File: config.mk
export PLATFORM = sky130hd
export DESIGN_NAME = dist_uart_reporter
export DESIGN_NICKNAME = d
export VERILOG_FILES = /design/src/rtl/dist_uart_reporter.sv
export SDC_FILE = /design/constraint.sdc
export NUM_CORES = 1
export LEC_CHECK = 0
export CORE_ASPECT_RATIO = 1.5
export CORE_UTILIZATION = 45
export DETAILED_ROUTE_END_ITERATION = 16
export GPL_TIMING_DRIVEN = 0
export HOLD_SLACK_MARGIN = 0.12
export PLACE_DENSITY = 0.76
export SYNTH_ARGS = -nofsm -noshare
export SYNTH_HDL_FRONTEND = slang
export SYNTH_SLANG_ARGS = --single-unit
File: constraint.sdc
create_clock -name clk -period 2.7 [get_ports clk]
set_input_delay 0.27 -clock clk [delete_from_list [all_inputs] [get_ports clk]]
set_output_delay 0.27 -clock clk [all_outputs]
set_load 0.02 [all_outputs]
File: src/rtl/dist_uart_reporter.sv
// dist_uart_reporter
//
// Takes a 9-bit distance in centimetres and sends it to a UART transmitter
// as a fixed 7-byte ASCII frame: three decimal digits, "cm", CR, LF
// (for example "123cm\r\n"). Leading zeros are always sent. Values above
// MAX_CM are sent as "---cm\r\n".
//
// The conversion from binary to decimal uses repeated subtraction, one step
// per clock, so no divider is needed. Converting a value takes
// hundreds + tens + 1 cycles.
//
// Ports:
//   clk        system clock
//   rst        asynchronous, active-high reset
//   dist_cm    distance in cm, sampled only when dist_valid is high
//   dist_valid one-cycle strobe: a new distance is available
//   tx_done    one-cycle pulse from the UART TX: the current byte has been sent
//   tx_start   one-cycle pulse: the UART TX should load tx_data
//   tx_data    ASCII byte, held stable from tx_start until the next byte
//   busy       high while a frame is being converted or sent
//
// A dist_valid that arrives while a frame is in progress is ignored. This
// includes the cycle in which the final tx_done is consumed.

module dist_uart_reporter #(
  parameter int MAX_CM = 400
) (
  input  logic       clk,
  input  logic       rst,
  input  logic [8:0] dist_cm,
  input  logic       dist_valid,
  input  logic       tx_done,
  output logic       tx_start,
  output logic [7:0] tx_data,
  output logic       busy
);

  typedef enum logic [1:0] {
    IDLE,
    CONV,
    SEND,
    WAIT_DONE
  } state_t;

  // MAX_CM is cut to the width of the distance bus so the range check is a
  // plain 9-bit compare.
  localparam logic [8:0] MAX_CM_V  = 9'(MAX_CM);
  localparam logic [2:0] LAST_BYTE = 3'd6;

  localparam logic [7:0] ASCII_ZERO = 8'h30;
  localparam logic [7:0] ASCII_DASH = 8'h2D;
  localparam logic [7:0] ASCII_C    = 8'h63;
  localparam logic [7:0] ASCII_M    = 8'h6D;
  localparam logic [7:0] ASCII_CR   = 8'h0D;
  localparam logic [7:0] ASCII_LF   = 8'h0A;

  state_t     state;
  logic [8:0] rem;
  logic [3:0] hundreds;
  logic [3:0] tens;
  logic [3:0] ones;
  logic [2:0] index;
  logic       err;
  logic [7:0] next_byte;

  // Byte table for the frame. The digit positions show dashes when the
  // value was out of range; the digit registers are not looked at then.
  always_comb begin
    next_byte = 8'h00;
    case (index)
      3'd0: next_byte = err ? ASCII_DASH : (ASCII_ZERO + {4'h0, hundreds});
      3'd1: next_byte = err ? ASCII_DASH : (ASCII_ZERO + {4'h0, tens});
      3'd2: next_byte = err ? ASCII_DASH : (ASCII_ZERO + {4'h0, ones});
      3'd3: next_byte = ASCII_C;
      3'd4: next_byte = ASCII_M;
      3'd5: next_byte = ASCII_CR;
      3'd6: next_byte = ASCII_LF;
      default: next_byte = 8'h00;
    endcase
  end

  // Main controller. All outputs are registered here.
  // IDLE accepts a distance. CONV peels off hundreds, then tens, one per
  // clock; whatever remains is the ones digit. SEND presents one byte with a
  // single-cycle tx_start. WAIT_DONE waits for the UART before moving on to
  // the next byte or back to IDLE.
  always_ff @(posedge clk or posedge rst) begin
    if (rst) begin
      state    <= IDLE;
      rem      <= 9'd0;
      hundreds <= 4'd0;
      tens     <= 4'd0;
      ones     <= 4'd0;
      index    <= 3'd0;
      err      <= 1'b0;
      tx_start <= 1'b0;
      tx_data  <= 8'h00;
      busy     <= 1'b0;
    end else begin
      case (state)
        IDLE: begin
          tx_start <= 1'b0;
          if (dist_valid) begin
            rem      <= dist_cm;
            hundreds <= 4'd0;
            tens     <= 4'd0;
            ones     <= 4'd0;
            err      <= (dist_cm > MAX_CM_V);
            busy     <= 1'b1;
            state    <= CONV;
          end
        end

        CONV: begin
          // Out-of-range values skip the arithmetic and spend one cycle here.
          if (err) begin
            index <= 3'd0;
            state <= SEND;
          end else if (rem >= 9'd100) begin
            rem      <= rem - 9'd100;
            hundreds <= hundreds + 4'd1;
          end else if (rem >= 9'd10) begin
            rem  <= rem - 9'd10;
            tens <= tens + 4'd1;
          end else begin
            // rem is below 10 here, so its low nibble holds the whole digit.
            ones  <= rem[3:0];
            index <= 3'd0;
            state <= SEND;
          end
        end

        SEND: begin
          tx_data  <= next_byte;
          tx_start <= 1'b1;
          state    <= WAIT_DONE;
        end

        WAIT_DONE: begin
          tx_start <= 1'b0;
          if (tx_done) begin
            if (index == LAST_BYTE) begin
              busy  <= 1'b0;
              state <= IDLE;
            end else begin
              index <= index + 3'd1;
              state <= SEND;
            end
          end
        end

        default: begin
          tx_start <= 1'b0;
          busy     <= 1'b0;
          state    <= IDLE;
        end
      endcase
    end
  end

endmodule
Word-level counts from Yosys, hierarchy flattened
Index checks and enable logic that the tools add are counted.

cells by class
  add/subtract/negate cells = 8
  $mul = 0
  div/mod/pow operators = 0
  magnitude comparators = 3
  eq/ne operators = 21
  shift-type cells = 0
  mux-type cells = 39
  bitwise gates (word level) = 0
  reduce and logical (&&, ||, !) cells = 15

operator list
  operator             count
  $pmux 7 s7           1
  $mux 4               9
  $mux 9               4
  $pmux 4 s2           3
  $add 6x4->7 const A  3
  $mux 7               3
  $ne 2x2->1 const B   9
  $pmux 9 s2           1
  $reduce_and 4->1     4
  $mux 3               5
  $reduce_and 5->1     3
  $mux 2               6
  $eq 3x3->1 const B   3
  $ge 9x4->1 const B   1
  $ge 9x7->1 const B   1
  $gt 9x9->1 const B   1
  $ne 3x3->1 const B   3
  $sub 9x4->9 const B  1
  $sub 9x7->9 const B  1
  $add 4x1->4 const B  2
  $pmux 2 s4           1
  $reduce_bool 2->1    4
  $eq 3x2->1 const B   2
  $pmux 3 s2           1
  other kinds (10)     14

storage, ports and cells
  bits in registers = 37
  latch bits = 0
  memory bits (writable) = 0
  bits in read-only memories = 0
  bits of input ports = 13
  output and inout port bits = 10
  word-level logic and storage cells = 96
  memories = 0

Depth between registers and ports, before layout
  depth after elaboration = 5
  gate-level depth with buffers = 9
  gate-level depth less buffers = 7

Worst setup path after synthesis
Ideal clock, no wire load.

  path type = flip-flop to flip-flop
  start point = reg rem[2]
  end point = reg tens[3]
  setup time = 0.078 ns
  arrival = 1.909 ns
  required time = 2.622 ns
  setup slack = 0.713 ns
  cell stages (with the launch flop) = 9
  buffers on the path = 1
  period minus slack after synthesis = 1.987 ns
  cell sequence = dfrtp_1 inv_1 ha_1 nand2b_1 and3_1 buf_2 o21a_1 or3_1 a21oi_1

between the ends
  word-level cells in the longest chain between the ends = 3
  elaborated cells on any way between the ends = 5
  classes of those cells = order compare: 2; eq/ne: 2; reduce/logical: 1

RTL lines
  what                                             RTL line  text
  start: declaration                               58        logic [8:0] rem;
  start signal: assignment                         104       rem <= dist_cm;
  start signal: assignment                         120       rem <= rem - 9'd100;
  start signal: assignment                         123       rem <= rem - 9'd10;
  $ge 9x4->1 / $ge 9x7->1 (equally long branches)  122, 119
  $ne 2x2->1 (no source line)                      --
  $reduce_and 5->1 (no source line) *              --
  end signal: assignment                           124       tens <= tens + 4'd1;
  end: declaration                                 60        logic [3:0] tens;

Every way passes the cells marked *; elsewhere a longest branch is shown, timed or not.
A chain may end at the register's enable or synchronous reset.

Final worst setup path
  start point = reg rem[2]
  end point = reg rem[2]

between the ends
  word-level cells in the longest chain between the ends = 5
  elaborated cells on any way between the ends = 10
  classes of those cells = add/sub: 2; order compare: 2; eq/ne: 1; mux: 4; reduce/logical: 1

RTL lines
  what         RTL line  text
  $sub 9x4->9  123
  $mux 9       122       end else if (rem >= 9'd10) begin
  $mux 9       119       end else if (rem >= 9'd100) begin
  $mux 9       116       if (err) begin
  $pmux 9 s2   100       case (state)

Several ways; a longest one is shown, not always the timed one. The select of a mux whose other input is x is not followed.

==> impl_metrics.toml <==
[layout]
nets = 320
n_antenna_cell = 0
area_growth_pct = 16.32
nFillCells = 478
drive_gt1_share_pct = 8.562

[grt]
grt_overflow_total = 0
first_global_vias = 2019
grt_antenna_before_repair = 0
grt_use_total_pct = 22.01
grt_first_pass_wirelength_um = 9177
grt_max_degree = 37

[worst_setup_path]
cp.buffers_inverters = 3
worst_path_largest_cell_delay_ns = 0.56
worstSetupStartpointType = "flop"
crit_chain = "inv_1 > ha_1 > nand2b_1 > and3_1 > buf_2 > a31o_1 > buf_4 > a221oi_2"
cp-end-kind = "flop"
cp.required_ns = 2.90
cp_slowest_cell = "dfrtp_1"
arrival_ns = 2.56
crit_fanout = 10
cp_top_family = "flip-flops"
crit_type = "flop to flop"

[timing]
skew_ns = 0.004418
rsz0062_at_grt = "no"
slew_violations = 0
min_period_ns = 2.356
finalCritPeriodShare_pct = 87.27
finalSetupViolCount = 0
hold_violations = 0
slew_headroom_pct = 51.28
fmax_ghz = 0.4244
worstMarginPinSlew_ns = 0.7297
fin_tns_setup_ns = 0

[route]
wire_per_inst_um = 14.91
top_layer_used = "met4"
drt.antenna.violating_nets = 0
vias = 2029
via_per_inst = 5.668
drt-initial-drc-count = 63
drc = 0
routed_wirelength_um = 5339
met3_wirelength_um = 144
wl_met2_um = 2827
wl_met1_um = 2232
drt-pass1-iter-count = 4

[clock_network]
cts_resized = 0
post_cts_buffers = 0
htreeDepth = 2
cts_tree = "done"
clkSinkCount = 36
ctsHoldBuffers = 0
root_buffer = "clkbuf_8"
clk_latency_ns = 0.29
clk_path_buf_depth = 2
numCtsBuffers = 5
clk_pin_slew_worst_paths_ns = 0.07

[place]
hpwl_um = 4036
place.port_buffers = 21
gp_congestion = 0.8814

[power_and_ir_drop]
comb_power_share_pct = 57.2
cell_internal_pwr_mw = 1.673
power.share.sequential_pct = 29.8
clkPwrFrac_pct = 13.0
power.density_mw_per_mm2 = 1137
p_sw_share_pct = 46.42
power_mw = 3.123
peakVddDrop_uv = 705.0
p_sw_mw = 1.450
p_leak_nw = 1.185

[floorplanning]
ios = 23
die_h_um = 90.72
dieArea_mm2 = 0.005546
coreArea_mm2 = 0.004926
row_count = 31
dieWidth_um = 61.14
start_util_pct = 47.93

[synth]
ys.warnings.count = 0
yosys.area.top_type = "dfrtp_1"
synth.area.top_cells = "dfrtp_1 (38%), ha_1 (8.5%), a21oi_1 (4.9%)"
yosysTopAreaCellShare_pct = 38.16
async_flop_share_pct = 100.0
synth_cell_type_count = 50
synth_cells = 263
yosysMostFrequentCell = "dfrtp_1"
yosys_most_used_dff = "dfrtp_1"
syn_avg_cell_area_um2 = 8.977
ys_seq_area_share_pct = 38.16
ys_seq_elements = 36
synth_fp_nets = 292
synth_commonest_cells = "dfrtp_1 (36), nand2_1 (26), a21oi_1 (23)"
synthesis.area_mm2 = 0.002361
synth_edf_count = 0

[outcome]
outcome = "complete, no violations"

[run]
maxCapViolations = 0

[min_path]
hp-class = "input pin to asynchronous set/reset pin"
==> power groups by stage <==
stage	Combinational [mW]	Sequential (mW)	Clock, mW
finish	1.79	0.931	0.405
CTS	1.79	0.930	0.411
global route	2.00	0.960	0.437
global placement	1.73	0.930	0
detailed placement	1.78	0.941	0
floorplan	1.27	0.955	0
==> registers in the layout, summed over array words and instances (netlist names) <==
register and flops:
ones 4, hundreds 4, err 1, tens 4, busy 1, state 2, rem 9, index 3
tx_data 7, tx_start 1
==> routing by layer <==
| metal | up-vias | track usage [%] |
|---|---|---|
| met1 | 964 | 26.03 |
| met5 | - | 0 |
| li1 | 1012 | - |
| met2 | 42 | 36.59 |
| met3 | 11 | 3.725 |
| met4 | 0 | 11.17 |
==> area by class of cell <==
class,count,area (µm²),area share (%)
Clock buffer,6,82.58,3.007
Clock inverter,2,10.01,0.3645
Inverter,18,67.56,2.460
Multi-Input combinational cell,195,1328,48.34
Sequential cell,36,900.9,32.80
Timing Repair Buffer,21,210.2,7.654
Tap cell,66,82.58,3.007
Buffer,14,65.06,2.369
==> worst reg2reg max path, delay by kind of cell, from the launching register on <==
| kind | cells | cell delay [ns] |
|---|---|---|
| simple gates | 2 | 0.39 |
| compound gates | 2 | 0.55 |
| fa+ha+maj | 1 | 0.24 |
| buf+inv | 3 | 0.53 |
| flops | 1 | 0.56 |
==> path summary, 6_finish.rpt <==
path	end	start	depth (start not counted)	slack [ns]
worst max register to register	rem[2]	rem[2]	8	0.34
min in group clk	ones[2]	ones[2]	1	0.51
worst min-delay path	index[1]	rst	2	0.42
max in group asynchronous	hundreds[1]	rst	2	1.82
worst max-delay path	rem[2]	rem[2]	8	0.34
worst min register to register	ones[2]	ones[2]	1	0.51
==> metrics by stage <==
stage	instances	setup slack, ns	hold WS (ns)	utilization (%)	cell area [µm²]
6_report	358	0.3438	0.4242	55.75	2746
5_1_grt	358	0.2002	0.5179	55.75	2746
4_1_cts	358	0.3523	0.4616	55.75	2746
3_5_place_dp	350	0.3660	0.4908	53.87	2654
3_3_place_gp	350	0.4316	0.4856	53.87	2654
2_1_floorplan	263	0.7129	0.4035	-	2361
==> cell families after synthesis <==
group                    synth area share, %
AO/OA/AOI/OAI                          24.54
XOR/XNOR                               1.113
adder cells (fa/ha/maj)                8.479
buffers and inverters                  5.617
flip-flops                             38.16
multiplexers                           4.028
other                                 0.1588
AND/OR/NAND/NOR                        17.91
==> layout by cell type (no fill, tap or decap), types with 3 or more instances in the layout <==
| cell | n |
|---|---|
| a21oi_1 | 23 |
| a22o_1 | 5 |
| a22oi_1 | 4 |
| buf_2 | 3 |
| clkbuf_1 | 8 |
| clkbuf_8 | 6 |
| clkdlybuf4s50_1 | 21 |
| dfrtp_1 | 36 |
| ha_1 | 16 |
| inv_1 | 17 |
| mux2_2 | 4 |
| mux2i_1 | 5 |
| nand2_1 | 26 |
| nand2b_1 | 7 |
| nand3_1 | 10 |
| nand4_1 | 4 |
| nor2_1 | 10 |
| nor2b_1 | 4 |
| nor3_1 | 6 |
| o21ai_0 | 20 |
| o22a_1 | 8 |
| o22ai_1 | 4 |
| o311ai_0 | 3 |
| xor2_1 | 3 |
Power figures use the tool's default switching activity.
